File: src/rtl/rect_draw.sv
// Rectangle rasteriser: on go, walks a W x H pixel block in raster order from a
// latched top-left corner, emitting one VGA write per cycle, then pulses done.
module rect_draw #(
   parameter int W = 4,
   parameter int H = 4
) (
   input  logic       clk,
   input  logic       resetn,
   input  logic       go,
   input  logic [7:0] x_coords,
   input  logic [6:0] y_coords,
   input  logic [2:0] input_colour,
   input  logic       erase,
   input  logic       outline,
   output logic [7:0] finalX,
   output logic [6:0] finalY,
   output logic [2:0] output_colour,
   output logic       plot,
   output logic       busy,
   output logic       done
);

   localparam int XW = (W > 1) ? $clog2(W) : 1;
   localparam int YW = (H > 1) ? $clog2(H) : 1;
   localparam logic [XW-1:0] X_LAST = XW'(W - 1);
   localparam logic [YW-1:0] Y_LAST = YW'(H - 1);

   typedef enum logic [1:0] {
      IDLE = 2'd0,
      SCAN = 2'd1,
      DONE = 2'd2
   } state_t;

   state_t          state_r;
   state_t          state_s;
   logic [7:0]      base_x_r;
   logic [6:0]      base_y_r;
   logic [2:0]      colour_r;
   logic            outline_r;
   logic [XW-1:0]   xoff_r;
   logic [YW-1:0]   yoff_r;
   logic            row_end_s;
   logic            last_s;
   logic            border_s;

   // Scan position decode: end of row, last pixel, and border membership.
   always_comb begin
      row_end_s = (xoff_r == X_LAST);
      last_s    = row_end_s && (yoff_r == Y_LAST);
      border_s  = (xoff_r == '0) || row_end_s || (yoff_r == '0) || (yoff_r == Y_LAST);
   end

   // Next-state logic.
   always_comb begin
      state_s = state_r;
      case (state_r)
         IDLE: begin
            if (go) state_s = SCAN;
            else    state_s = IDLE;
         end
         SCAN: begin
            if (last_s) state_s = DONE;
            else        state_s = SCAN;
         end
         DONE:    state_s = IDLE;
         default: state_s = IDLE;
      endcase
   end

   // Output decode; all outputs depend only on registered state.
   always_comb begin
      finalX        = base_x_r;
      finalY        = base_y_r;
      output_colour = 3'b000;
      plot          = 1'b0;
      busy          = 1'b0;
      done          = 1'b0;
      case (state_r)
         SCAN: begin
            finalX        = base_x_r + 8'(xoff_r);
            finalY        = base_y_r + 7'(yoff_r);
            output_colour = colour_r;
            plot          = outline_r ? border_s : 1'b1;
            busy          = 1'b1;
         end
         DONE: begin
            busy = 1'b1;
            done = 1'b1;
         end
         default: begin
            busy = 1'b0;
         end
      endcase
   end

   // State, latched job parameters and offset counters.
   always_ff @(posedge clk) begin
      if (!resetn) begin
         state_r   <= IDLE;
         base_x_r  <= 8'd0;
         base_y_r  <= 7'd0;
         colour_r  <= 3'b000;
         outline_r <= 1'b0;
         xoff_r    <= '0;
         yoff_r    <= '0;
      end else begin
         state_r <= state_s;
         case (state_r)
            IDLE: begin
               if (go) begin
                  base_x_r  <= x_coords;
                  base_y_r  <= y_coords;
                  colour_r  <= erase ? 3'b000 : input_colour;
                  outline_r <= outline;
                  xoff_r    <= '0;
                  yoff_r    <= '0;
               end else begin
                  xoff_r <= xoff_r;
               end
            end
            SCAN: begin
               // Offsets wrap to zero after the last pixel so IDLE starts clean.
               if (row_end_s) begin
                  xoff_r <= '0;
                  if (yoff_r == Y_LAST) yoff_r <= '0;
                  else                  yoff_r <= yoff_r + 1'b1;
               end else begin
                  xoff_r <= xoff_r + 1'b1;
               end
            end
            default: begin
               xoff_r <= '0;
               yoff_r <= '0;
            end
         endcase
      end
   end

endmodule

File: config.mk
export PLATFORM = sky130hd
export DESIGN_NAME = rect_draw
export DESIGN_NICKNAME = d
export VERILOG_FILES = /design/src/rtl/rect_draw.sv
export SDC_FILE = /design/constraint.sdc
export NUM_CORES = 1
export LEC_CHECK = 0
export BUFFER_PORTS_ARGS = -buffer_cell sky130_fd_sc_hd__buf_2
export CAP_MARGIN = 10
export CELL_PAD_IN_SITES_DETAIL_PLACEMENT = 0
export CELL_PAD_IN_SITES_GLOBAL_PLACEMENT = 1
export CORE_UTILIZATION = 37
export DETAILED_ROUTE_END_ITERATION = 10
export PLACE_DENSITY = 0.84
export SKIP_CTS_REPAIR_TIMING = 1
export SLEW_MARGIN = 20
export SYNTH_ARGS = -nofsm -noshare
export SYNTH_HDL_FRONTEND = slang
export SYNTH_SLANG_ARGS = --single-unit
File: constraint.sdc
create_clock -name clk -period 1.85 [get_ports clk]
set_input_delay 0.0925 -clock clk [delete_from_list [all_inputs] [get_ports clk]]
set_output_delay 0.0925 -clock clk [all_outputs]
set_load 0.02 [all_outputs]
==> summary.txt, run 1 <==
Timing
  • Worst slew margin: 0.743
  • Setup ws final: -65.0 ps
  • WHS: around 65 ps
  • Worst-margin pin slew: 385 ps
  • Setup tns final: -65.0 ps
  • Final setup viols: 1
  • Slew Viols, Final: 0
  • Min Tclk post-route: roughly 1900 ps
  • Fin. Hold Viols: 0
  • Fin Clk Skew: 4.17 ps
  • RSZ-0062 raised after global routing: yes
  • Achievable Freq: about 0.52 GHz
  • Final period utilization: 1.04

Global route
  • Antenna violations before repair: 0
  • Vias in the first global route: 1071
  • Pin count of the biggest net entering global routing: 26
  • Remaining global-route overflow: 0
  • First-pass GRT wire length: ~4700 µm
  • GRT Total Usage: 0.145

Clock network
  • Clk_lat worst skew: roughly 260 ps
  • # H-tree levels: 1
  • Root Buffer: clkbuf_8
  • TritonCTS buffer count: 3
  • CTS tree: built
  • Worst-path clk slew: approximately 80 ps
  • CTS max path bufs: 2
  • Clock sink count: 25

Critical path
  • Crit path buffers/inverters: 2
  • Arr. time, crit path: between 1500 and 2000 ps
  • Reg-to-reg setup timing slack: approximately 440 ps
  • Worst path slowest cell: dfxtp_2
  • CP endpoint kind: primary output
  • WS Path Type: flip-flop to primary output
  • Worst Path Required: roughly 1800 ps
  • Cell family with most CP delay: adder cells
  • CP Max Fanout: 3
  • Critical-path cell list: ha_4 -> inv_2 -> fa_2 -> or2b_1 -> nor2_2 -> xor2_1 -> buf_4
  • Worst Setup Start Kind: flip-flop
  • Slowest Stage Delay on Critical Path: between 300 and 400 ps

Run status
  • Status: finished with violations
  • Failing checks: setup timing

Worst hold path
  • HP Class: input pin to flip-flop

Yosys
  • Synthesized area per cell: approximately 8.5 µm²
  • Synth cell types: 31
  • Synthesized area: between 1000 and 1500 µm²
  • Syn nets: ~210
  • EDFF count, synth: 0
  • Yosys reg bits: 25
  • Yosys top cell area share: 0.342
  • Seq/Total Area, Yosys: 0.342
  • Area contributors post-synth: dfxtp_1, a21boi_0, nand2_1
  • Async S/R FF share, synth: 0
  • Yosys top cell by area: dfxtp_1
  • Synthesized instance count: ~170
  • Syn. warnings: 0
  • Ys flop type: dfxtp_1

Finish
  • # fillers: just under 400
  • Share of cells above drive strength 1: 0.323
  • Utilization after layout: 0.498
  • Nets: about 250
  • Synth-to-Final Area Change: 26.2%
  • Final non-filler cell total: around 270
  • Antenna cells: 0

Routing
  • Average wire per standard cell: between 10 and 15 µm
  • Initial DRC Count: 38
  • Final wirelength: around 2900 µm
  • Post-DR vias/cell: 4.68
  • DR pass1 iterations: 4
  • DRC Markers: 0
  • ANT nets after route: 0
  • Vias: between 1000 and 1500

Job
  • Max Cap Violations: 0

Floorplan
  • Initial Utilization: 0.394
  • Area of the core: between 3000 and 4000 µm²
  • Die Area: approximately 4200 µm²
  • Io pins: between 40 and 50
  • Rows: 22
  • Die width: 64.9 µm
  • Die Ht: 64.9 µm

Power
  • Leak: ~0.84 nW
  • Peak supply drop: 0.286 mV
  • PD cells: roughly 620 nW/µm²

Placement
  • Detail Placement HPWL: around 2100 µm
  • Buffers on Ports: 43
  • Post-place setup slack: ~88 ps
  • GP Congestion: around 0.76
  • Post-Place Cells: 260
layout by cell type (no fill, tap or decap), types with 2 or more instances in the layout:
| master | synthesis | final |
|---|---|---|
| buf_4 | 2 | 8 |
| clkbuf_8 | 0 | 3 |
| buf_2 | 2 | 38 |
| dfxtp_1 | 25 | 19 |
| fa_2 | 0 | 2 |
| a21oi_1 | 4 | 4 |
| nand3b_1 | 3 | 3 |
| inv_1 | 9 | 7 |
| o21ai_0 | 3 | 3 |
| ha_1 | 10 | 8 |
| nor2b_1 | 4 | 4 |
| a21boi_0 | 22 | 22 |
| nor2_1 | 9 | 7 |
| and2_1 | 4 | 4 |
| nand2_1 | 41 | 41 |
| mux2_2 | 2 | 2 |
| nand3_1 | 3 | 3 |
| xor2_1 | 6 | 6 |
| inv_2 | 0 | 2 |
| ha_4 | 0 | 2 |
| nor2_2 | 0 | 2 |
| dfxtp_2 | 0 | 3 |
| nand2b_1 | 2 | 2 |
| nand4_1 | 2 | 2 |
| xnor2_1 | 6 | 5 |
| dfxtp_4 | 0 | 3 |
Yosys cell counts, types with 3 or more instances:
master    instances
nand3_1           3
ha_1             10
xor2_1            6
nand2_1          41
o21ai_0           3
a21oi_1           4
nor2b_1           4
and2_1            4
inv_1             9
dfxtp_1          25
a21boi_0         22
nor2_1            9
nand3b_1          3
xnor2_1           6
kinds of logic after synthesis:
group,Yosys count,synth area share
flip-flops,25,0.342
buffers and inverters,16,0.0529
XOR/XNOR,12,0.0717
multiplexers,2,0.0154
AND/OR/NAND/NOR,76,0.264
adder cells (fa/ha/maj),12,0.113
AO/OA/AOI/OAI,30,0.142
layout make-up:
class	instances	area, µm²	area share
Timing Repair Buffer	47	265	0.143
Multi-Input combinational cell	132	930	0.503
Inverter	9	33.8	0.0183
Tap cell	48	60.1	0.0325
Sequential cell	25	515	0.279
Clock buffer	4	45.0	0.0244
final timing paths:
check                                 start           to  cells past startpoint
worst max-delay path              xoff_r[0]    finalX[4]                      7
worst max register to register   state_r[1]    yoff_r[0]                      6
worst min register to register  colour_r[1]  colour_r[1]                      2
worst min-delay path            y_coords[1]  base_y_r[1]                      3
tightest hold or removal path, cell delays in order:
cell,delay (ps)
buf_2,90
nand2_1,40
a21boi_0,60
layer usage:
layer,share of wire,wire length (µm),track usage,up-vias
li1,-,-,-,655
met1,0.50,1490,0.190,564
met2,0.47,1370,0.245,22
met3,0.028,83,0.0211,0
met4,0,0,0.0417,0
met5,0,0,0,-
power by group:
group | internal, mW | switching (mW)
Clock | 0.153 | 0.161
Combinational | 0.101 | 0.133
Sequential | 0.564 | 0.0282
Total | 0.819 | 0.322
flip-flops by register name, indices dropped and copies added, names as in the netlist:
| register | count |
|---|---|
| colour_r | 3 |
| outline_r | 1 |
| state_r | 2 |
| yoff_r | 2 |
| base_x_r | 8 |
| base_y_r | 7 |
| xoff_r | 2 |
stage by stage:
stage               instance area (µm²)  power [mW]
CTS                                1760        1.14
detailed placement                 1720       0.831
floorplan                          1470       0.756
global placement                   1720       0.829
finish                             1850        1.14
global route                       1850        1.20
(Power assumes the default switching activity.)
==> run 2, diff against run 1 <==
--- a/config.mk
+++ b/config.mk
@@ -5,13 +5,14 @@
 export SDC_FILE = /design/constraint.sdc
 export NUM_CORES = 1
 export LEC_CHECK = 0
+export ABC_AREA = 1
 export BUFFER_PORTS_ARGS = -buffer_cell sky130_fd_sc_hd__buf_2
 export CAP_MARGIN = 10
 export CELL_PAD_IN_SITES_DETAIL_PLACEMENT = 0
 export CELL_PAD_IN_SITES_GLOBAL_PLACEMENT = 1
-export CORE_UTILIZATION = 37
+export CORE_UTILIZATION = 35
 export DETAILED_ROUTE_END_ITERATION = 10
-export PLACE_DENSITY = 0.84
+export PLACE_DENSITY = 0.83
 export SKIP_CTS_REPAIR_TIMING = 1
 export SLEW_MARGIN = 20
 export SYNTH_ARGS = -nofsm -noshare
==> run 2 against run 1 <==
Compared with the run above: the run now ends clean; critical path type unchanged; non-clock buffer count stayed put; highest routed layer is now met4; synthesized cell count is 23% higher; critical endpoint unchanged; cell count is 16% higher; register-to-register slack worse by 80 ps; via count is 14% higher; global-route usage is 0.81 points higher; sequential power is 6.9% higher; routed wire length is 8.1% higher; synthesized area is 0.77% higher; count of clock-buffer cells in the layout stayed put.
==> summary.txt, run 2 <==
Power
  • Leak: roughly 0.97 nW
  • PD cells: around 730 nW/µm²
  • Peak supply drop: roughly 0.30 mV

Critical path
  • WS Path Type: flip-flop to primary output
  • CP Max Fanout: 3
  • Arr. time, crit path: about 1700 ps
  • CP endpoint kind: primary output
  • Worst Setup Start Kind: flip-flop
  • Worst Path Required: roughly 1800 ps

Clock network
  • # H-tree levels: 1
  • Root Buffer: clkbuf_8
  • Clock sink count: 25
  • CTS tree: built
  • CTS max path bufs: 2
  • Clk_lat worst skew: roughly 270 ps
  • TritonCTS buffer count: 3
  • Worst-path clk slew: ~90 ps

Timing
  • Fin Clk Skew: about 6 ps
  • Min Tclk post-route: between 1500 and 2000 ps
  • Final period utilization: 0.955
  • WHS: 65.5 ps
  • Achievable Freq: approximately 0.57 GHz
  • Final setup viols: 0
  • Fin. Hold Viols: 0
  • RSZ-0062 raised after global routing: yes
  • Worst-margin pin slew: about 400 ps
  • Slew Viols, Final: 0
  • Worst slew margin: 0.739
  • Setup ws final: 82.6 ps

Global route
  • Vias in the first global route: 1179
  • First-pass GRT wire length: a little over 5000 µm
  • Pin count of the biggest net entering global routing: 29
  • GRT Total Usage: 0.153
  • Remaining global-route overflow: 0
  • Antenna violations before repair: 0

Finish
  • Biggest regs: base_x_r x8, base_y_r x7, colour_r x3
  • # fillers: 441
  • Number of flip-flops under the largest register name: 8
  • Synth-to-Final Area Change: 25.2%
  • Most frequent cells in the layout: nand2_1, buf_2, inv_1
  • Biggest register: base_x_r
  • Share of cells above drive strength 1: 0.279
  • Seq. cell area: a little over 500 µm²
  • Antenna cells: 0
  • Nets: 294
  • Area of the multi-input gates: roughly 830 µm²
  • Commonest non-fill, non-tap cell in the layout: nand2_1

Placement
  • Post-place setup slack: about 170 ps
  • GP Congestion: ~0.77
  • Buffers on Ports: 43
  • Detail Placement HPWL: between 2000 and 2500 µm

Yosys
  • Yosys reg bits: 25
  • Syn nets: ~250
  • Multiplexer share of the synthesized area: 0
  • Yosys top cell by area: dfxtp_1
  • Synth cell types: 23
  • Post-Synth Simple-Gate Area: 0.269
  • EDFF count, synth: 0
  • Most frequent cell after synthesis: nand2_1
  • Yosys top cell area share: 0.339
  • Synth cell count leaders: nand2_1, inv_1, dfxtp_1, nor2_1, o21ai_0
  • Synthesized instance count: between 200 and 250
  • Synthesized area per cell: ~7.0 µm²
  • Compound-cell area share of the yosys netlist: 0.128
  • Synthesized area: roughly 1500 µm²
  • Seq/Total Area, Yosys: 0.339
  • Async S/R FF share, synth: 0
  • Adder-cell share of the synthesized area: 0.112
  • Combinational family with the most area after synthesis: simple AND/OR/NAND/NOR gates
  • Area contributors post-synth: dfxtp_1, nand2_1, inv_1
  • Xor and xnor area share after synthesis: 0.0288
  • Syn. warnings: 0
  • Ys flop type: dfxtp_1

Floorplan
  • Area of the core: slightly above 4000 µm²
  • Die Area: 4480 µm²
  • Initial Utilization: 0.366
  • Die width: approximately 67 µm
  • Die Ht: between 60 and 70 µm
  • Rows: 23
  • Io pins: 44

Routing
  • Post-DR vias/cell: 4.60
  • Average wire per standard cell: ~10 µm
  • Vias: approximately 1400
  • DR pass1 iterations: 4
  • Final wirelength: roughly 3200 µm
  • ANT nets after route: 0
  • Initial DRC Count: 29
  • DRC Markers: 0

Job
  • Max Cap Violations: 0

Worst hold path
  • HP Class: input pin to flip-flop

Run status
  • Status: complete, no violations
==> run 2: changes by cell type in the layout (fill, tap and decap cells not counted), moves of 3 or more <==
cell	delta
xnor2_1	-3
nand2_1	+8
a21oi_1	+8
nor2_1	+16
o21ai_1	+3
nor2b_1	-4
inv_1	+26
a21boi_0	-22
nand3_1	+5
xor2_1	-5
and2_1	-4
o21ai_0	+16
nand4_1	+3
nand3b_1	-3
==> run 2: worst paths after layout <==
path              slack (ps)  cells after the start         from     endpoint
hold / removal            70                      3  y_coords[2]  base_y_r[2]
setup reg to reg         360                      6   state_r[0]  colour_r[0]
setup / recovery          80                      7    xoff_r[0]    finalX[4]
hold reg to reg          470                      2  base_y_r[6]  base_y_r[6]
==> run 2: per-layer routing <==
layer	vias up	track usage	wire (µm)
met5	-	0	0
met3	5	0.0257	129
met4	0	0.0638	49
met1	626	0.198	1590
li1	754	-	-
met2	31	0.249	1410
==> run 2: cells by family (layout without fill, tap and decap cells) <==
| logic type | after synthesis | count (layout) |
|---|---|---|
| xor+xnor | 4 | 4 |
| fa+ha+maj | 12 | 12 |
| compound gates | 37 | 37 |
| flops | 25 | 25 |
| buf+inv | 42 | 88 |
| simple gates | 92 | 92 |
==> run 2: critical path: stages, from the launching register on <==
cell	delay (ps)
dfxtp_2	350
ha_2	170
inv_1	50
fa_2	370
nor2_4	110
nand2_1	70
xnor2_1	130
buf_4	160
==> run 2: area by class of cell <==
type | count | area share
clock buffers | 4 | 0.0244
flip-flops and latches | 25 | 0.276
inverters | 37 | 0.0779
well taps | 50 | 0.0339
multi-input cells | 145 | 0.452
repair buffers | 47 | 0.137
==> run 2: through the flow <==
| stage | utilization | power [mW] | instance area, µm² | setup TNS (ps) | std cells |
|---|---|---|---|---|---|
| floorplan | - | 0.900 | 1480 | 0 | 212 |
| global placement | 0.428 | 1.00 | 1720 | 0 | 301 |
| detailed placement | 0.428 | 1.01 | 1720 | 0 | 301 |
| CTS | 0.439 | 1.33 | 1770 | -382 | 305 |
| global route | 0.459 | 1.44 | 1850 | -8.83 | 308 |
| finish | 0.459 | 1.35 | 1850 | 0 | 308 |
==> run 2: power by group <==
part | switching (mW) | internal [mW]
combinational | 0.238 | 0.149
clock | 0.176 | 0.154
sequential | 0.0443 | 0.590
